`src/rtl/fpu_pkg.sv`:
```
// Shared FPU definitions: single-precision field widths, the packed float
// layout and the state encoding of the int-to-float converters.
package fpu_pkg;

   localparam int FP32_BIAS  = 127;
   localparam int FP32_EXP_W = 8;
   localparam int FP32_MAN_W = 23;

   // Exponent of an operand whose leading one sits in bit 31.
   localparam logic [8:0] I2F_E_INIT = 9'(31 + FP32_BIAS);

   typedef struct packed {
      logic                  s;
      logic [FP32_EXP_W-1:0] e;
      logic [FP32_MAN_W-1:0] m;
   } fp32_t;

   typedef enum logic [2:0] {
      IDLE,
      NORM,
      ROUND,
      PACK,
      PUT
   } i2f_state_t;

endpackage

```
`src/rtl/fp32_round_pack.sv`:
```
// Rounds a normalised 32-bit magnitude (leading one in bit 31) to 24 bits and
// packs it with its biased exponent into a positive single-precision value.
module fp32_round_pack
   import fpu_pkg::*;
#(
   parameter int ROUND_RNE = 1
) (
   input  logic [8:0]  e,
   input  logic [31:0] m,
   output fp32_t       z
);

   logic [23:0] man24;
   logic        guard;
   logic        rnd;
   logic        sticky;
   logic        inc;
   logic [24:0] sum;
   logic [23:0] man24_rnd;
   logic [8:0]  e_rnd;
   logic        unused_e_msb;

   // NOTE: every variable written here gets a value on every path, so no latch is inferred.
   always_comb begin
      man24  = m[31:8];
      guard  = m[7];
      rnd    = m[6];
      sticky = |m[5:0];
      // Halfway cases go to the even mantissa (m[8] is its lsb).
      inc    = (ROUND_RNE != 0) && guard && (rnd || sticky || m[8]);
      sum    = {1'b0, man24} + {24'd0, inc};
      if (sum[24]) begin
         man24_rnd = 24'h800000;
         e_rnd     = e + 9'd1;
      end else begin
         man24_rnd = sum[23:0];
         e_rnd     = e;
      end
   end

   // The exponent never exceeds 159, so the ninth bit is always clear.
   assign unused_e_msb = e_rnd[8];

   assign z = '{s: 1'b0, e: e_rnd[7:0], m: man24_rnd[22:0]};

endmodule

```
`src/rtl/unsig_int_to_float.sv`:
```
// Multi-cycle 32-bit unsigned integer to IEEE-754 single conversion with an
// iterative one-bit-per-cycle normaliser and strobe/ack handshakes on both sides.
module unsig_int_to_float
   import fpu_pkg::*;
#(
   parameter int ROUND_RNE = 1
) (
   input  logic        clk,
   input  logic        rst,
   input  logic [31:0] input_a,
   input  logic        input_a_stb,
   output logic        input_a_ack,
   output logic [31:0] output_z,
   output logic        output_z_stb,
   input  logic        output_z_ack
);

   i2f_state_t  state;
   i2f_state_t  next_state;
   logic [31:0] m;
   logic [8:0]  e;
   fp32_t       z;
   fp32_t       rp_z;
   logic        take_a;
   logic        give_z;

   assign take_a = input_a_stb && input_a_ack;
   assign give_z = output_z_stb && output_z_ack;

   fp32_round_pack #(
      .ROUND_RNE (ROUND_RNE)
   ) u_round_pack (
      .e (e),
      .m (m),
      .z (rp_z)
   );

   always_ff @(posedge clk or negedge rst) begin
      if (!rst) state <= IDLE;
      else      state <= next_state;
   end

   always_comb begin
      next_state = state;
      case (state)
         IDLE:    if (take_a) next_state = (input_a == 32'd0) ? PUT : NORM;
         NORM:    if (m[31]) next_state = ROUND;
         ROUND:   next_state = PACK;
         PACK:    next_state = PUT;
         PUT:     if (give_z) next_state = IDLE;
         default: next_state = IDLE;
      endcase
   end

   // NOTE: state-holding registers use non-blocking assignments so every
   // register in this block sees the pre-edge values of the others.
   always_ff @(posedge clk or negedge rst) begin
      if (!rst) begin
         m            <= '0;
         e            <= '0;
         z            <= '0;
         output_z     <= '0;
         output_z_stb <= 1'b0;
         input_a_ack  <= 1'b0;
      end else begin
         case (state)
            IDLE: begin
               if (take_a) begin
                  m           <= input_a;
                  e           <= I2F_E_INIT;
                  input_a_ack <= 1'b0;
                  if (input_a == 32'd0) z <= '0;
               end else begin
                  input_a_ack <= 1'b1;
               end
            end
            NORM: begin
               if (!m[31]) begin
                  m <= m << 1;
                  e <= e - 9'd1;
               end
            end
            ROUND: z <= rp_z;
            // PACK is a pure alignment cycle; the packed word is already in z.
            PACK: ;
            PUT: begin
               if (!output_z_stb) begin
                  output_z     <= z;
                  output_z_stb <= 1'b1;
               end else if (output_z_ack) begin
                  output_z_stb <= 1'b0;
                  input_a_ack  <= 1'b1;
               end
            end
            default: ;
         endcase
      end
   end

endmodule

```
`config.mk`:
```
export PLATFORM = sky130hd
export DESIGN_NAME = unsig_int_to_float
export DESIGN_NICKNAME = d
export VERILOG_FILES = /design/src/rtl/fpu_pkg.sv /design/src/rtl/fp32_round_pack.sv /design/src/rtl/unsig_int_to_float.sv
export SDC_FILE = /design/constraint.sdc
export NUM_CORES = 1
export LEC_CHECK = 0
export ABC_AREA = 1
export BUFFER_PORTS_ARGS = -buffer_cell sky130_fd_sc_hd__buf_2
export CELL_PAD_IN_SITES_DETAIL_PLACEMENT = 0
export CELL_PAD_IN_SITES_GLOBAL_PLACEMENT = 1
export CORE_ASPECT_RATIO = 0.75
export CORE_MARGIN = 8
export CORE_UTILIZATION = 49
export CTS_BUF_LIST = sky130_fd_sc_hd__clkbuf_4
export DETAILED_ROUTE_END_ITERATION = 6
export HOLD_SLACK_MARGIN = 0.06
export PLACE_DENSITY = 0.9
export SETUP_SLACK_MARGIN = 0.2
export SLEW_MARGIN = 25
export SYNTH_ARGS = -nofsm -noshare
export SYNTH_HDL_FRONTEND = slang
export SYNTH_SLANG_ARGS = --single-unit
```
`constraint.sdc`:
```
create_clock -name clk -period 3.5 [get_ports clk]
set_input_delay 0.175 -clock clk [delete_from_list [all_inputs] [get_ports clk]]
set_output_delay 0.175 -clock clk [all_outputs]
set_load 0.005 [all_outputs]
```
Word level (Yosys, flattened, before mapping)
Cells that the tools add are included.
{ "totals": {"out_inout_bits": 34, "reg_bits": 110, "word_cells": 64} }
{ "classes": {"mux": 22, "n_addsub": 3, "reduce_logical": 17, "bitwise_logic": 1, "eq_ne": 11} }
{ "op_table": {"columns": ["cell", "count"], "rows": [
  ["32-bit 2-to-1 mux", 4],
  ["32-bit case mux with 2 select lines", 2],
  ["32-bit zero test", 1],
  ["24-bit by 1-bit adder with 25-bit output", 1],
  ["23-bit 2-to-1 mux", 1],
  ["9-bit 2-to-1 mux", 2],
  ["9-bit case mux with 2 select lines", 1],
  ["3-bit case mux with 5 select lines", 1],
  ["2-bit != test, second input constant", 7],
  ["3-bit 2-to-1 mux", 4],
  ["3-bit AND reduction", 4],
  ["9-bit by 1-bit subtractor with 9-bit output, second input constant", 1],
  ["8-bit by 1-bit adder with 8-bit output, second input constant", 1],
  ["8-bit 2-to-1 mux", 1],
  ["3-bit by 2-bit == test with 1-bit output, second input constant", 2],
  ["2-bit nonzero test", 3],
  ["6-bit OR reduction", 1],
  ["1-bit 2-to-1 mux", 5],
  ["2-bit AND reduction", 2],
  ["3-bit by 1-bit == test with 1-bit output, second input constant", 1],
  ["3-bit == test, second input constant", 1],
  ["1-bit logical AND", 3],
  ["3-bit zero test", 1],
  ["1-bit logical OR", 2],
  ["other kinds (2)", 2]
]} }

Depth between registers and ports, before layout
Gate-level depths: netlist of the first run.
{ "logic_depth": {"ltp_word": 7, "depth_mapped": 14} }

By module
From an unflattened synthesis of the first run, not the netlist that was laid out.
{ "hier_totals": {"hier_cells": 675, "area_unflattened_um2": 5685.5} }
{ "by_module_without_submodules": {"columns": ["module", "cells_per_inst", "area_per_inst_um2", "instances"], "rows": [
  ["unsig_int_to_float", 475, 4708.3, 1],
  ["fp32_round_pack", 200, 977.2, 1]
]} }

Worst setup path before layout of the first run
No wires, ideal clock.
{ "synth_path": {"path_type": "reg2reg", "startpoint": "register m[7]", "endpoint": "register z[3] (netlist name)", "t_required_ns": 3.384, "path_buffers": 0, "stages_incl_launch_ff": 15, "slack_ns": 1.867, "arrival_ns": 1.517, "path_cell_list": "dfrtp_1 nand2_1 inv_1 ha_1 nand2_2 inv_2 nand2_2 nor2_4 nand2_1 nor2_1 nand2_1 nand2_1 inv_1 nand2_1 nand2_1"} }
{ "synth_via": {"elab_chain_cells": 4} }
{ "synth_lines": {"columns": ["item", "line_no", "source"], "rows": [
  ["from (decl)", "unsig_int_to_float.sv:20", "logic [31:0] m;"],
  ["from (signal assigned)", "unsig_int_to_float.sv:69", "m <= input_a;"],
  ["from (signal assigned)", "unsig_int_to_float.sv:79", "m <= m << 1;"],
  ["1-bit logical AND", "fp32_round_pack.sv:30", "inc = (ROUND_RNE != 0) && guard && (rnd || sticky || m[8]);"],
  ["24-bit by 1-bit adder with 25-bit output", "fp32_round_pack.sv:31", "sum = {1'b0, man24} + {24'd0, inc};"],
  ["23-bit 2-to-1 mux", "fp32_round_pack.sv:32", "if (sum[24]) begin"],
  ["32-bit case mux with 2 select lines", "unsig_int_to_float.sv:66", "case (state)"],
  ["to (signal assigned)", "unsig_int_to_float.sv:83", "ROUND: z <= rp_z;"],
  ["to (decl)", "unsig_int_to_float.sv:22", "fp32_t z;"]
]} }
Every way passes these cells.
A chain may end at the register's enable or synchronous reset.

Worst setup path after layout of the first run
{ "layout_path": {"startpoint": "register state[0]", "endpoint": "register m[22]"} }
{ "layout_via": {"elab_chain_cells": 3, "word_cells_on_any_way": 7} }
{ "layout_lines": {"columns": ["item", "line_no", "source"], "rows": [
  ["from (decl)", "unsig_int_to_float.sv:18", "i2f_state_t state;"],
  ["from (signal assigned)", "unsig_int_to_float.sv:40", "else state <= next_state;"],
  ["3-bit by 1-bit == test with 1-bit output or 3-bit zero test (tied branches)", "unsig_int_to_float.sv:66", null],
  ["2-bit != test (no line) or 2-bit nonzero test (tied branches)", null, null],
  ["3-bit AND reduction (no line)", null, null]
]} }
Parallel ways exist; a longest one is shown, timed or not.

==> impl_metrics.yaml, run 1 <==
logic_synthesis:
  yosysTopAreaCell: "dfrtp_1"
  synth-main-ff-cell: "dfrtp_1"
  yosysWarnings: 0
  synth_edf_count: 0
  syn_area_um2: 5380
  synth_seq_cells: 107
  syn_nets: 669
  syn_inst: 630
  synth-seq-area-share_pct: 49.7
  synth.area.top_cells: "dfrtp_1 (50%), nand2_1 (15%), mux2_2 (5.0%)"
  synthTopCellsByCount: "nand2_1 (217), dfrtp_1 (107), nor2_1 (58)"
  synth.most_common_cell: "nand2_1"
  postSynthAreaPerCell_um2: 8.54
  ys_types: 33
  synthArstFlopShare_pct: 100
  synth_top_area_share_pct: 49.7
drt:
  drt-wirelength-per-cell_um: 15.2
  vias: 4519
  drtAntennaViolNets: 0
  via_per_inst: 5.19
  first_iter_violations: 283
  first_pass_iters: 5
  drc: 0
  routed_wl_um: 13200
sta:
  finalSetupViolations: 0
  finalSetupTns_ps: 0
  finClkSkew_ps: 10.4
  whs_ps: 104
  period_needed_ps: 2150
  max_slew_margin_pct: 38.3
  worst_slew_pin_slew_ps: 920
  setup_ws_ps: 1350
  slew_violations: 0
  min_period_over_period_pct: 61.3
  timing.fmax_mhz: 466
  hold_viol: 0
  rsz0062_at_grt: "no"
worst_setup_path:
  crit_start: "state[0]"
  cp-start-kind: "flop"
  worstPathRequired_ps: 3860
  worst-setup-path-type: "flop to flop"
  crit_arrival_ps: 2500
  setup.worst_path.end_class: "flop"
  path_max_fanout: 34
  rr_startpoint: "state[0]"
power:
  ir_drop_mv: 0.557
  p_leak_nw: 3.13
  power_density_nw_per_um2: 753
floorplan:
  coreArea_um2: 10800
  die_h_um: 107
  start_util_pct: 49.8
  rows: 33
  fp.dieW_um: 137
  die_area_um2: 14600
  ioPinCount: 70
clock_network:
  root_buffer: "clkbuf_4"
  cts_made_buffers: 9
  cts_tree: "done"
  clock_sinks: 107
  path_clk_slew_ps: 160
  cts_buffer_depth: 2
  cts_max_level: 3
  clk_latency_ps: 480
  cts_setup_buffers: 0
global_routing:
  antenna_found_initial: 0
  grt_use_total_pct: 19.2
  overflow: 0
  grt_max_degree: 75
  grt_pass1_vias: 4511
  grt_pass1_wl_um: 22400
final_layout:
  area_growth_pct: 16.6
  stdcell_area_um2: 6280
  n_fill_cell: 1006
  num_antenna_cells: 0
  drive_above_1_share_pct: 19.4
  nets: 765
place:
  gp_congestion: 0.865
  hpwlAfterDp_um: 9740
  portBuffers: 68
  postPlaceCellArea_um2: 5810
  dp_slack_ps: 1360
min_path:
  hp-start: "input_a_stb"
  hold_path.class: "input port to flop"
flow_run:
  drv_cap: 0
run_status:
  status: "completed"
## report_power, final
group | internal (mW) | leakage (nW) | switching (mW)
Sequential | 1.78 | 1.34 | 0.400
Clock | 0.158 | 0.0669 | 0.435
Combinational | 0.773 | 1.72 | 1.18
## layout make-up
| class | instances | area, um^2 | area share (%) |
|---|---|---|---|
| sequential | 107 | 2680 | 42.7 |
| multi-input combinational | 448 | 2380 | 37.9 |
| timing repair buffer | 107 | 721 | 11.5 |
| inverter | 53 | 199 | 3.17 |
| tap | 140 | 175 | 2.79 |
| clock buffer | 9 | 67.6 | 1.08 |
| clock inverter | 7 | 57.6 | 0.917 |
## worst paths after layout
kind / endpoint / slack, ps / cells after the start
max reg2reg: m[22] / 1350 / 7
max: m[22] / 1350 / 7
max in group asynchronous: state[1] / 2320 / 3
min: state[0] / 100 / 5
min in group asynchronous: output_z[2] / 360 / 2
min reg2reg: z[0] / 490 / 2
## critical path, cell delays in order (launching register included)
cell and delay [ps]:
dfrtp_1 450, inv_2 70, nand2_2 110, nor2_2 80, nand2_4 120, clkinv_1 730
nand2_1 310, o221ai_1 150
## metrics by stage
step | std cells | power, mW | utilization (%)
after global routing | 871 | 5.14 | 58.0
after global placement | 821 | 4.07 | 53.7
after floorplan | 630 | 3.50 | -
after CTS | 871 | 4.76 | 58.0
final | 871 | 4.73 | 58.0
after detailed placement | 821 | 4.14 | 53.7
## repair_timing
| action | 4_1_cts | 5_1_grt |
|---|---|---|
| endpoints found under the hold margin | 105 | 0 |
| gates resized for setup | 0 | 0 |
| hold buffers | 34 | 0 |
## registers in the layout (all words and copies together), names as in the netlist
signal        cells
output_z_stb      1
z                31
e                 8
state             3
input_a_ack       1
m                32
output_z         31
## cell families after synthesis
group | share of synthesized area (%)
xor+xnor | 1.95
other cells | 0.0697
simple gates | 27.8
mux | 6.49
flops | 49.7
compound gates | 7.21
fa+ha+maj | 0.697
buf+inv | 6.09
## per-layer routing
layer	global-route usage (%)	up-vias	share of wire [%]
li1	-	2238	-
met2	28.6	124	44
met1	27.3	2144	49
met5	0	-	0
met4	4.02	0	1.0
met3	5.42	13	6.5
## cell usage in the layout (no fill, tap or decap), types with 4 or more instances in the layout
master         count
a21oi_1            4
xor2_1            12
o21ai_0           14
nor3_1             4
buf_4              6
o221ai_1          23
clkbuf_4           9
nand2_1          216
nor2_2             5
o211ai_1          10
nand3_1           33
buf_2             67
mux2_2            24
dlygate4sd3_1     34
nor2_1            58
inv_2              5
dfrtp_1          107
inv_1             47
mux2_1             7
nand4_1           11
nand2_2            8
(Power assumes the default switching activity.)
==> run 2: changes to the inputs <==
Settings changed: CORE_UTILIZATION 49 to 41, PLACE_DENSITY 0.9 to 0.81.
Clock period 3.5 ns to 1.95 ns, I/O delays scaled along.
==> run 2 against run 1 <==
Effect of this change:
- via count up 1.1%
- non-clock buffer count grew 13
- core utilization decreased by 7.5 points
- worst setup slack worse by 1100 ps
- count of clock-buffer cells in the layout increased by 1
- final area up 4.1%
- combinational power rose by 95%
- first-iteration DRC count unchanged
- die area up 17%
- critical endpoint is now z[15]
- largest power group unchanged
==> impl_metrics.yaml, run 2 (synthesized netlist as in run 1, its figures left out) <==
final_layout:
  num_antenna_cells: 0
  largest_reg_flops: 32
  instances_no_fill: 915
  mostFrequentLayoutCells: "nand2_1 (215), dfrtp_1 (107), buf_2 (67)"
  top_regs: "m (32), output_z (31), z (31)"
  drive_above_1_share_pct: 22.2
  layout_commonest_cell: "nand2_1"
  nets: 778
  top_register: "m"
  area_growth_pct: 21.4
clock_network:
  cts_buffer_depth: 2
  root_buffer: "clkbuf_4"
  cts_max_level: 3
  cts_tree: "done"
  clk_latency_ps: 500
  clock_sinks: 107
  path_clk_slew_ps: 160
  cts_made_buffers: 9
worst_setup_path:
  worst-setup-path-type: "flop to flop"
  crit_arrival_ps: 2080
  crit_path_cell_trace: "nand2_2, inv_2, ha_4, nand2_2, inv_2, nand2_4, nor2_4, buf_6, nand2_8, nand4_1, nand2_1"
  slowest_stage: "dfrtp_1"
  worstPathRequired_ps: 2340
  path_max_fanout: 15
  cp-start-kind: "flop"
  max_stage_delay_ps: 390
  setup.worst_path.end_class: "flop"
place:
  hpwlAfterDp_um: 10400
  portBuffers: 68
  gp_congestion: 0.868
  dpl.cell_count: 860
sta:
  slew_violations: 0
  min_period_over_period_pct: 86.2
  max_slew_margin_pct: 62.7
  worst_slew_pin_slew_ps: 560
  finalSetupTns_ps: 0
  hold_viol: 0
  timing.fmax_mhz: 595
  finalSetupViolations: 0
  finClkSkew_ps: 24.8
  period_needed_ps: 1680
  rsz0062_at_grt: "yes"
power:
  p_leak_nw: 3.19
  ir_drop_mv: 0.598
  power_density_nw_per_um2: 1340
global_routing:
  overflow: 0
  grt_pass1_wl_um: 24100
  grt_pass1_vias: 4595
  antenna_found_initial: 0
  grt_max_degree: 108
  grt_use_total_pct: 17.9
run_status:
  status: "completed"
drt:
  drc: 0
  routed_wl_um: 14300
  first_pass_iters: 5
  first_iter_violations: 283
  drtAntennaViolNets: 0
  drt-wirelength-per-cell_um: 15.6
  via_per_inst: 4.99
  vias: 4567
floorplan:
  rows: 36
  ioPinCount: 70
  fp.dieW_um: 148
  coreArea_um2: 12900
  die_area_um2: 17100
  start_util_pct: 41.6
  die_h_um: 115
flow_run:
  drv_cap: 0
min_path:
  hold_path.class: "input port to asynchronous set/reset pin"
==> run 2: cell types whose count changed in the layout (fill, tap and decap cells not counted), sizes merged <==
cell,previous run,this run
clkbuf,9,10
clkinv,3,2
dlygate4sd3,34,35
buf,73,85
clkinvlp,1,4
inv,56,53
==> run 2: final timing paths <==
kind,from,to,slack (ps),depth (start not counted)
setup / recovery,m[8],z[15],270,11
hold / removal,rst,output_z[6],200,3
setup reg to reg,m[8],z[15],270,11
hold reg to reg,z[28],z[28],490,2
max in group asynchronous,rst,input_a_ack,1340,3
min in group clk,input_a[11],m[11],370,4
==> run 2: worst max-delay path: cells and delay by family, from the launching register on <==
kind                     cells  cell delay (ps)
flip-flops                   1              390
buffers and inverters        3              340
AND/OR/NAND/NOR              7              730
adder cells (fa/ha/maj)      1              130
==> run 2: what timing repair did <==
| action | CTS | global route |
|---|---|---|
| setup buffers | 1 | 3 |
| hold endpoints to repair | 147 | 0 |
| pin swaps | 2 | 4 |
| resized for setup | 5 | 15 |
| endpoints found under the setup margin | 16 | 58 |
| hold buffers | 35 | 0 |
==> run 2: layer usage <==
layer | global-route usage [%] | share of wire, % | up-vias
li1 | - | - | 2272
met1 | 25.5 | 50 | 2131
met2 | 25.6 | 41 | 151
met3 | 6.10 | 7.3 | 13
met4 | 3.79 | 1.2 | 0
met5 | 0 | 0 | -
==> run 2: area by class of cell <==
class / count / area (um^2)
repair buffers: 120 / 890
flip-flops and latches: 107 / 2680
inverters: 53 / 203
clock inverters: 6 / 48.8
well taps: 171 / 214
multi-input cells: 448 / 2430
clock buffers: 10 / 75.1
fillers: 1240 / 6390
==> run 2: power by group <==
group | internal (mW) | switching (mW) | total, mW
sequential | 3.20 | 0.708 | 3.90
clock | 0.287 | 0.773 | 1.06
combinational | 1.55 | 2.27 | 3.82
==> run 2: per-stage QoR <==
| step | area (um^2) | setup slack (ps) | utilization [%] | hold WS, ps | power [mW] |
|---|---|---|---|---|---|
| 2_1_floorplan | 5380 | 317 | - | -198 | 6.28 |
| 3_3_place_gp | 5950 | 183 | 46.0 | 217 | 7.50 |
| 3_5_place_dp | 5950 | 146 | 46.0 | 222 | 7.62 |
| 4_1_cts | 6450 | 206 | 49.9 | 205 | 8.76 |
| 5_1_grt | 6540 | 186 | 50.6 | 204 | 9.57 |
| 6_report | 6540 | 269 | 50.6 | 202 | 8.78 |
==> run 3: changes to the inputs <==
Settings changed: GPL_TIMING_DRIVEN set to 0, PLACE_DENSITY 0.81 to 0.8, SYNTH_HIERARCHICAL set to 1.
==> run 3 against run 2 <==
Effect of this change:
- clock skew shrank 10 ps
- combinational power is 6.8% higher
- count of clock-buffer cells in the layout did not move
- worst hold slack got worse by 59 ps
- register-to-register slack is essentially flat
- sequential cell count increased by 2
- first-iteration DRC count down 7.4%
- sequential power is 5.6% higher
- maximum frequency is 0.29% higher
- cell count up 6.7%
- largest power group unchanged
==> impl_metrics.yaml, run 3 <==
worst_setup_path:
  slowest_stage: "dfrtp_1"
  worstPathRequired_ps: 2340
  crit_arrival_ps: 2070
  crit_path_cell_trace: "nand2_2, inv_4, ha_4, nand2_2, nor2_4, nand2_4, inv_4, nand2_4, buf_6, xnor2_2, nand2_1, nand2_1"
  setup.worst_path.end_class: "flop"
  rrSetupSlack_ps: 270
  max_stage_delay_ps: 400
  crit_buf_inv: 3
  crit-reg2reg-capture: "z[23]"
  rr_startpoint: "m[7]"
  path_max_fanout: 10
  worst-setup-path-type: "flop to flop"
  cp_top_family: "simple AND/OR/NAND/NOR gates"
  rr_worst_depth: 12
  cp-start-kind: "flop"
global_routing:
  grt_use_total_pct: 16.8
  grt_pass1_wl_um: 24000
  antenna_found_initial: 0
  grt_pass1_vias: 4742
  grt_max_degree: 65
  overflow: 0
place:
  portBuffers: 69
  dp_slack_ps: -61.0
  gp_congestion: 0.839
  dpl.cell_count: 914
  hpwlAfterDp_um: 10900
  postPlaceCellArea_um2: 6220
final_layout:
  mostFrequentLayoutCells: "nand2_1 (176), dfrtp_1 (108), nor2_1 (73)"
  post-route-util_pct: 51.3
  top_regs: "m (32), output_z (32), z (32)"
  nets: 835
  n_fill_cell: 1329
  instances_no_fill: 976
  area_growth_pct: 23.5
  num_antenna_cells: 0
  stdcell_area_um2: 6960
  layout_commonest_cell: "nand2_1"
  drive_above_1_share_pct: 23.0
power:
  p_leak_nw: 3.46
  pwr-share-clk_pct: 13.4
  switching_power_mw: 3.79
  ir_drop_mv: 0.627
  seq_power_share_pct: 43.5
  p_comb_share_pct: 43.1
  power_density_nw_per_um2: 1360
  fin_total_pwr_mw: 9.46
  sw_frac_of_total_pct: 40.1
  p_int_mw: 5.67
floorplan:
  die_h_um: 118
  start_util_pct: 41.5
  rows: 37
  fp.dieW_um: 151
  coreArea_um2: 13600
  ioPinCount: 70
  die_area_um2: 17800
clock_network:
  cts_made_buffers: 9
  root_buffer: "clkbuf_4"
  clk_latency_ps: 490
  path_clk_slew_ps: 160
  cts_max_level: 3
  clock_sinks: 109
  cts_tree: "done"
  cts_buffer_depth: 2
logic_synthesis:
  syn_inst: 669
  postSynthAreaPerCell_um2: 8.42
  yosysWarnings: 6
  syn_nets: 708
  syn_area_um2: 5630
sta:
  finalSetupTns_ps: 0
  slew_violations: 0
  whs_ps: 143
  finalSetupViolations: 0
  min_period_over_period_pct: 85.9
  period_needed_ps: 1680
  max_slew_margin_pct: 60.1
  finClkSkew_ps: 14.4
  rsz0062_at_grt: "yes"
  hold_viol: 0
  worst_slew_pin_slew_ps: 599
  setup_ws_ps: 274
  timing.fmax_mhz: 597
min_path:
  hold_path.class: "input port to asynchronous set/reset pin"
drt:
  via_per_inst: 4.86
  drc: 0
  first_iter_violations: 262
  first_pass_iters: 5
  routed_wl_um: 14200
  drt-wirelength-per-cell_um: 14.6
  drtAntennaViolNets: 0
  vias: 4744
flow_run:
  drv_cap: 0
run_status:
  status: "completed"
run 3: area by class of cell:
cell class	instances	area, um^2	share of cell area (%)
Buffer	27	181	2.61
Clock buffer	10	75.1	1.08
Clock inverter	6	86.3	1.24
Inverter	73	288	4.14
Multi-Input combinational cell	460	2570	37.0
Sequential cell	109	2730	39.2
Tap cell	175	219	3.15
Timing Repair Buffer	116	805	11.6
run 3: worst max path at each step:
stage                        start      endpoint  cells after the start
after floorplan               m[8]         z[11]                     13
after global placement         rst  output_z[25]                      1
after detailed placement  state[2]         z[21]                      5
after CTS                 state[1]          z[6]                      9
after global routing          m[7]         z[23]                     12
final                         m[7]         z[23]                     12
run 3: power by group through the flow:
stage                     sequential [mW]  combinational [mW]  clock (mW)
after floorplan                      3.94                2.70           0
after global placement               4.09                3.72           0
after detailed placement             4.17                3.84           0
after CTS                            4.12                3.97        1.33
after global routing                 4.27                4.64        1.40
final                                4.12                4.08        1.27
run 3: what timing repair did:
item	4_1_cts	5_1_grt
buffers inserted	4	7
endpoints found under the hold margin	148	0
resized for setup	14	27
hold buffers	35	0
cloned	0	0
pin swaps	3	10
setup endpoints to repair	33	102
run 3: layer usage:
layer,global-route usage [%],vias up,wire [um]
li1,-,2424,-
met4,5.24,0,207
met1,24.0,2198,7110
met5,0,-,0
met3,4.46,14,791
met2,24.2,108,6100
